==> src/rtl/vga_sprite_ctrl.sv <==
// vga_sprite_ctrl
// Sequencing controller for the picture-ROM datapath. Owns the bouncing
// sprite position, the ROM read enable and the ROM address. The sprite is
// drawn only for whole frames and moves once per frame, bouncing off the
// screen edges.
//
// Optional feature: define MOTION_DIV_EN to apply the position update only
// on every FRAME_DIV-th frame. Without it the sprite moves on every frame.
module vga_sprite_ctrl #(
    parameter int H_VALID = 640,
    parameter int V_VALID = 480,
    parameter int H_PIC   = 100,
    parameter int V_PIC   = 100,
    parameter int ADR_MAX = 9999
`ifdef MOTION_DIV_EN
    ,
    parameter int FRAME_DIV = 4
`endif
) (
    input  logic        sys_clk,
    input  logic        sys_rst,
    input  logic [9:0]  pix_x,
    input  logic [9:0]  pix_y,
    input  logic        enable,
    input  logic        hold,
    input  logic [2:0]  step,
    output logic        rom_rd_en,
    output logic [13:0] rom_addr,
    output logic        pic_valid,
    output logic [9:0]  sprite_x,
    output logic [9:0]  sprite_y,
    output logic        frame_done
);

    typedef enum logic [1:0] {
        ST_IDLE   = 2'd0,
        ST_ACTIVE = 2'd1,
        ST_MOVE   = 2'd2
    } state_t;

    state_t state_reg, state_next;

    logic [13:0]       rom_addr_reg, rom_addr_next;
    logic              pic_valid_reg;
    logic [1:0][9:0]   pos_reg, pos_next;       // index 0 = x, 1 = y
    logic [1:0]        dir_neg_reg, dir_neg_next;
    logic              frame_end;
    logic              in_x, in_y;
    logic              div_hit;
    logic              motion_apply;
    logic signed [10:0] step_s;

    // Last active pixel of the frame.
    assign frame_end = (pix_x == 10'(H_VALID - 1)) && (pix_y == 10'(V_VALID - 1));

    // Sprite window, evaluated one bit wider so sprite_x + H_PIC never wraps.
    assign in_x = ({1'b0, pix_x} >= {1'b0, pos_reg[0]}) &&
                  ({1'b0, pix_x} <  ({1'b0, pos_reg[0]} + 11'(H_PIC)));
    assign in_y = ({1'b0, pix_y} >= {1'b0, pos_reg[1]}) &&
                  ({1'b0, pix_y} <  ({1'b0, pos_reg[1]} + 11'(V_PIC)));

    assign rom_rd_en  = (state_reg == ST_ACTIVE) && in_x && in_y;
    assign frame_done = (state_reg == ST_MOVE);
    assign rom_addr   = rom_addr_reg;
    assign pic_valid  = pic_valid_reg;
    assign sprite_x   = pos_reg[0];
    assign sprite_y   = pos_reg[1];
    assign step_s     = signed'({8'd0, step});

    // Next-state logic: dropping enable hides the sprite at once, showing it
    // again waits for a frame boundary so no partial sprite is drawn.
    always_comb begin
        state_next = state_reg;
        case (state_reg)
            ST_IDLE: begin
                if (frame_end && enable) begin
                    state_next = ST_ACTIVE;
                end
            end
            ST_ACTIVE: begin
                if (!enable) begin
                    state_next = ST_IDLE;
                end else if (frame_end) begin
                    state_next = ST_MOVE;
                end
            end
            ST_MOVE: begin
                state_next = enable ? ST_ACTIVE : ST_IDLE;
            end
            default: begin
                state_next = ST_IDLE;
            end
        endcase
    end

    // ROM address walks the sprite raster; outside ACTIVE it is parked at 0
    // so every frame starts from the first sprite pixel.
    always_comb begin
        rom_addr_next = rom_addr_reg;
        if (state_reg != ST_ACTIVE) begin
            rom_addr_next = '0;
        end else if (rom_rd_en) begin
            rom_addr_next = (rom_addr_reg == 14'(ADR_MAX)) ? '0 : rom_addr_reg + 14'd1;
        end
    end

`ifdef MOTION_DIV_EN
    localparam int DIV_W = (FRAME_DIV > 1) ? $clog2(FRAME_DIV) : 1;

    logic [DIV_W-1:0] div_cnt_reg, div_cnt_next;

    // Frame counter advances once per MOVE and restarts whenever hidden.
    always_comb begin
        div_cnt_next = div_cnt_reg;
        if (state_reg == ST_IDLE) begin
            div_cnt_next = '0;
        end else if (state_reg == ST_MOVE) begin
            div_cnt_next = (div_cnt_reg == DIV_W'(FRAME_DIV - 1)) ? '0 : div_cnt_reg + 1'b1;
        end
    end

    // Frame counter register.
    always_ff @(posedge sys_clk or posedge sys_rst) begin
        if (sys_rst) begin
            div_cnt_reg <= '0;
        end else begin
            div_cnt_reg <= div_cnt_next;
        end
    end

    assign div_hit = (div_cnt_reg == DIV_W'(FRAME_DIV - 1));
`else
    assign div_hit = 1'b1;
`endif

    // A zero step or hold leaves both position and direction untouched.
    assign motion_apply = (state_reg == ST_MOVE) && !hold && (step != 3'd0) && div_hit;

    genvar gi;
    generate
        for (gi = 0; gi < 2; gi++) begin : g_axis
            localparam logic signed [10:0] AXIS_MAX =
                (gi == 0) ? 11'(H_VALID - H_PIC) : 11'(V_VALID - V_PIC);

            logic signed [10:0] pos_s;
            logic signed [10:0] cand;
            logic [9:0]         pos_new;
            logic               dir_new;

            // Per-axis bounce: clamp at the edge and reverse in the same update.
            always_comb begin
                pos_s   = signed'({1'b0, pos_reg[gi]});
                cand    = dir_neg_reg[gi] ? (pos_s - step_s) : (pos_s + step_s);
                pos_new = pos_reg[gi];
                dir_new = dir_neg_reg[gi];
                if (motion_apply) begin
                    if (!dir_neg_reg[gi]) begin
                        if (cand >= AXIS_MAX) begin
                            pos_new = 10'(AXIS_MAX);
                            dir_new = 1'b1;
                        end else begin
                            pos_new = cand[9:0];
                        end
                    end else begin
                        if (cand <= 11'sd0) begin
                            pos_new = '0;
                            dir_new = 1'b0;
                        end else begin
                            pos_new = cand[9:0];
                        end
                    end
                end
            end

            assign pos_next[gi]     = pos_new;
            assign dir_neg_next[gi] = dir_new;
        end
    endgenerate

    // State, address, pipeline and position registers.
    always_ff @(posedge sys_clk or posedge sys_rst) begin
        if (sys_rst) begin
            state_reg     <= ST_IDLE;
            rom_addr_reg  <= '0;
            pic_valid_reg <= 1'b0;
            pos_reg       <= '0;
            dir_neg_reg   <= '0;
        end else begin
            state_reg     <= state_next;
            rom_addr_reg  <= rom_addr_next;
            pic_valid_reg <= rom_rd_en;
            pos_reg       <= pos_next;
            dir_neg_reg   <= dir_neg_next;
        end
    end

endmodule

==> config.mk <==
export PLATFORM = sky130hd
export DESIGN_NAME = vga_sprite_ctrl
export DESIGN_NICKNAME = d
export VERILOG_FILES = /design/src/rtl/vga_sprite_ctrl.sv
export SDC_FILE = /design/constraint.sdc
export NUM_CORES = 1
export LEC_CHECK = 0
export CAP_MARGIN = 20
export CORE_UTILIZATION = 51
export DETAILED_ROUTE_END_ITERATION = 8
export GPL_ROUTABILITY_DRIVEN = 0
export PLACE_DENSITY = 0.75
export SLEW_MARGIN = 20
export SYNTH_ARGS = -nofsm -noshare
export SYNTH_HDL_FRONTEND = slang
export SYNTH_SLANG_ARGS = --single-unit
==> constraint.sdc <==
create_clock -name sys_clk -period 2.77 [get_ports sys_clk]
set_clock_uncertainty 0.05 [all_clocks]
set_input_delay 0.4155 -clock sys_clk [delete_from_list [all_inputs] [get_ports sys_clk]]
set_output_delay 0.4155 -clock sys_clk [all_outputs]
set_load 0.02 [all_outputs]
==> parameters.txt <==
Parameter                              Value

Synth
  Syn Inst Count ... 500
  Post-synth top area share ... 22.3%
  Flip-flop and latch count after synthesis ... 39
  Post-synthesis instance area ... 4380 um^2
  Yosys warnings ... 0
  Largest cells by area after synthesis ... sky130_fd_sc_hd__dfrtp_1 22%, sky130_fd_sc_hd__ha_1 17%, sky130_fd_sc_hd__inv_1 3.9%, sky130_fd_sc_hd__xnor2_1 3.6%, sky130_fd_sc_hd__o21ai_0 3.0%
  Most common library cells after synthesis ... 61 x sky130_fd_sc_hd__ha_1, 45 x sky130_fd_sc_hd__inv_1, 39 x sky130_fd_sc_hd__dfrtp_1
  Share of synthesized area occupied by flip-flops and latches ... 22.3%
  Cell variety after synth ... 75
  Number of enable flip-flop cells after synthesis ... 0
  Top_reg_cell synth ... sky130_fd_sc_hd__dfrtp_1
  Post-synthesis average cell area ... 8.75 um^2
  Most common cell in the netlist ... sky130_fd_sc_hd__ha_1
  Cell type contributing the most total cell area after synthesis ... sky130_fd_sc_hd__dfrtp_1
  Post-synthesis net count ... 590
  Async set or reset register ratio after synthesis ... 100%

Clocking
  Count of clock tree sinks ... 39
  Insertion delay to the later sink of the worst-skew pair ... 0.30 ns
  Hold-fix buffers at CTS ... 0
  Library cell used as clock root buffer ... sky130_fd_sc_hd__clkbuf_8
  Clock buffer count from CTS ... 5
  H-Tree Level Count ... 2
  Max Root-Sink Buffers ... 2
  Clock tree from TritonCTS ... done
  Clock slew at the register clock pins of the worst setup and hold paths ... 0.09 ns

Pwr
  Cell-internal power ... 1.68 mW
  Sequential Power Share ... 23.6%
  Switching share of power ... 35.8%
  Net switching component of the power ... 0.936 mW
  Pwr dens ... 363 nW/um^2
  Peak VDD IR ... 0.000282 V
  Leakage power total ... 3.26 nW
  Power consumption ... 2.61 mW
  Power share of the combinational group ... 53.8%
  Clock power share ... 22.6%

Cells and area
  Finished layout cell area ... 7190 um^2
  Flip-flop count of the largest register, all copies and words added ... 14
  Count of fill cells added during filler insertion ... 396
  Area growth syn-to-layout ... 64.4%
  Antenna diode count ... 0
  Share of post-route cells with drive strength above 1 ... 41.1%
  Post-layout nets ... 816

Critical path
  Nature of the critical path endpoint ... flip-flop
  Launching element type of the critical path ... flip-flop
  Largest fanout on the critical path ... 5
  Critical path arrival ... 3.22 ns
  WP data required ... 2.91 ns
  Register-to-register path setup slack ... -0.31 ns
  Kind of critical path ... reg2reg

Flow run
  MaxCap Viol Count ... 0

STA
  Number of endpoints failing setup at the final stage ... 29
  Setup slack after layout ... -0.306 ns
  Worst slew margin ... 43.4%
  Slew at the pin with the worst max-slew slack ... 0.848 ns
  Tmin final ... 3.08 ns
  Hold slack ... 0.454 ns
  Total count of max-transition violations in the final report ... 0
  Portion of the clock cycle consumed by the worst path in the final layout ... 111%
  Final hold vios ... 0
  Unrepaired setup endpoints after global routing ... true
  Maximum achievable frequency ... 0.325 GHz

Global routing
  Via count of the first global-routing pass ... 5005
  Global-route wire length before repair ... 23000 um
  Aggregate global-route resource usage ... 32.8%
  Largest net degree at the start of global routing ... 40
  Initial antenna violation count ... 0
  GRT overflow ... 0

Detailed routing
  DRT iter0 DRCs ... 385
  Remaining antenna violation count after routing ... 0
  Total via count in the routed design ... 5326
  WL per Instance ... 21.0 um
  Pre-Repair DR Iteration Count ... 5
  Total wirelength of the detailed-routed design ... 17500 um
  Vias per cell ... 6.40
  DRC violation count after routing ... 0

Placed design
  Post-Place Cell Area ... 6280 um^2
  DP Worst Slack ... -1.10 ns
  Port-buffer cells ... 63
  Dpl hpwl ... 10900 um

Floorplanning
  Chip width ... 94.6 um
  Die extent in y ... 94.6 um
  Core region area ... 8260 um^2
  Die ar. ... 8950 um^2
  IO Count ... 64
  Starting utilization of the core area ... 53.0%
  Std-Cell Rows ... 33

Worst hold path
  Path category of the worst min-delay check ... reg2reg

Outcome
  Run status ... finished with violations
  Violations in the final reports ... negative setup slack
-- critical path: stages (launching register included) --
cell,delay [ns]
sky130_fd_sc_hd__dfrtp_2,0.46
sky130_fd_sc_hd__buf_6,0.14
sky130_fd_sc_hd__or2_4,0.25
sky130_fd_sc_hd__buf_6,0.14
sky130_fd_sc_hd__ha_4,0.17
sky130_fd_sc_hd__a211oi_2,0.27
sky130_fd_sc_hd__o21ai_2,0.11
sky130_fd_sc_hd__a31oi_1,0.22
sky130_fd_sc_hd__xnor2_1,0.17
sky130_fd_sc_hd__nand4b_1,0.35
sky130_fd_sc_hd__o21a_4,0.32
sky130_fd_sc_hd__a221o_1,0.30
-- cell families after synthesis --
group | synth area share, %
DFF | 22.3
AOI/OAI and AO/OA | 27.3
muxes | 1.83
xor gates and xnor gates | 4.40
adders and majority gates | 18.4
buffers and inverters | 5.46
and+or+nand+nor | 20.3
-- layer usage --
metal  up-vias  wire length, um  global-route usage (%)
met1      2558             6510                    37.8
met4         0              823                    14.3
met3        88             1150                    4.43
li1       2353                -                       -
met5         -                0                       0
met2       327             9020                    59.8
-- final cells by class --
class | count | area (um^2) | share of cell area [%]
sequential | 39 | 985 | 13.7
tap | 105 | 131 | 1.83
timing repair buffer | 232 | 1960 | 27.2
inverter | 45 | 186 | 2.59
clock buffer | 5 | 68.8 | 0.957
multi-input combinational | 403 | 3800 | 52.8
clock inverter | 3 | 67.6 | 0.939
-- cell usage in the layout, fill, tap and decap left out, types with 8 or more instances in the layout --
| master | synthesis | layout |
|---|---|---|
| sky130_fd_sc_hd__a21o_1 | 11 | 11 |
| sky130_fd_sc_hd__a21oi_1 | 23 | 19 |
| sky130_fd_sc_hd__and3_1 | 14 | 13 |
| sky130_fd_sc_hd__buf_4 | 0 | 160 |
| sky130_fd_sc_hd__buf_6 | 2 | 8 |
| sky130_fd_sc_hd__clkdlybuf4s50_1 | 0 | 59 |
| sky130_fd_sc_hd__dfrtp_1 | 39 | 32 |
| sky130_fd_sc_hd__ha_1 | 61 | 47 |
| sky130_fd_sc_hd__ha_4 | 0 | 12 |
| sky130_fd_sc_hd__inv_1 | 45 | 43 |
| sky130_fd_sc_hd__nand2_1 | 21 | 19 |
| sky130_fd_sc_hd__nand2b_1 | 14 | 14 |
| sky130_fd_sc_hd__nand3_1 | 16 | 12 |
| sky130_fd_sc_hd__nor2_1 | 20 | 18 |
| sky130_fd_sc_hd__nor2b_1 | 9 | 9 |
| sky130_fd_sc_hd__o21ai_0 | 26 | 14 |
| sky130_fd_sc_hd__o21ai_2 | 1 | 9 |
| sky130_fd_sc_hd__xnor2_1 | 18 | 15 |
-- final timing paths --
check | from | endpoint | cells past startpoint
worst max register to register | dir_neg_reg[1] | sprite_y[8] | 11
worst min register to register | rom_addr[13] | rom_addr[13] | 1
worst min-delay path | rom_addr[13] | rom_addr[13] | 1
min in group asynchronous | sys_rst | pic_valid | 3
worst max-delay path | dir_neg_reg[1] | sprite_y[8] | 11
max in group asynchronous | sys_rst | sprite_x[2] | 3
-- power by group through the flow --
stage / clock [mW] / combinational (mW) / sequential (mW)
after floorplan: 0 / 0.557 / 0.658
after global placement: 0 / 1.07 / 0.623
after detailed placement: 0 / 1.10 / 0.624
after CTS: 0.582 / 1.19 / 0.614
after global routing: 0.618 / 1.49 / 0.618
final: 0.590 / 1.41 / 0.617
-- what timing repair did --
action                                  4_1_cts  5_1_grt
resized for setup                            58       81
pin swaps                                    24       45
cloned                                        0        1
setup buffers                                 8       20
endpoints found under the setup margin       37       37
-- stage by stage --
step,instances,TNS [ns],util [%]
floorplan,500,-4.48,-
global placement,797,-24.85,76.0
detailed placement,797,-27.04,76.0
CTS,813,-2.46,80.7
global route,832,-9.08,87.1
finish,832,-5.06,87.1
Note: power is estimated with default switching activity, not from simulation.
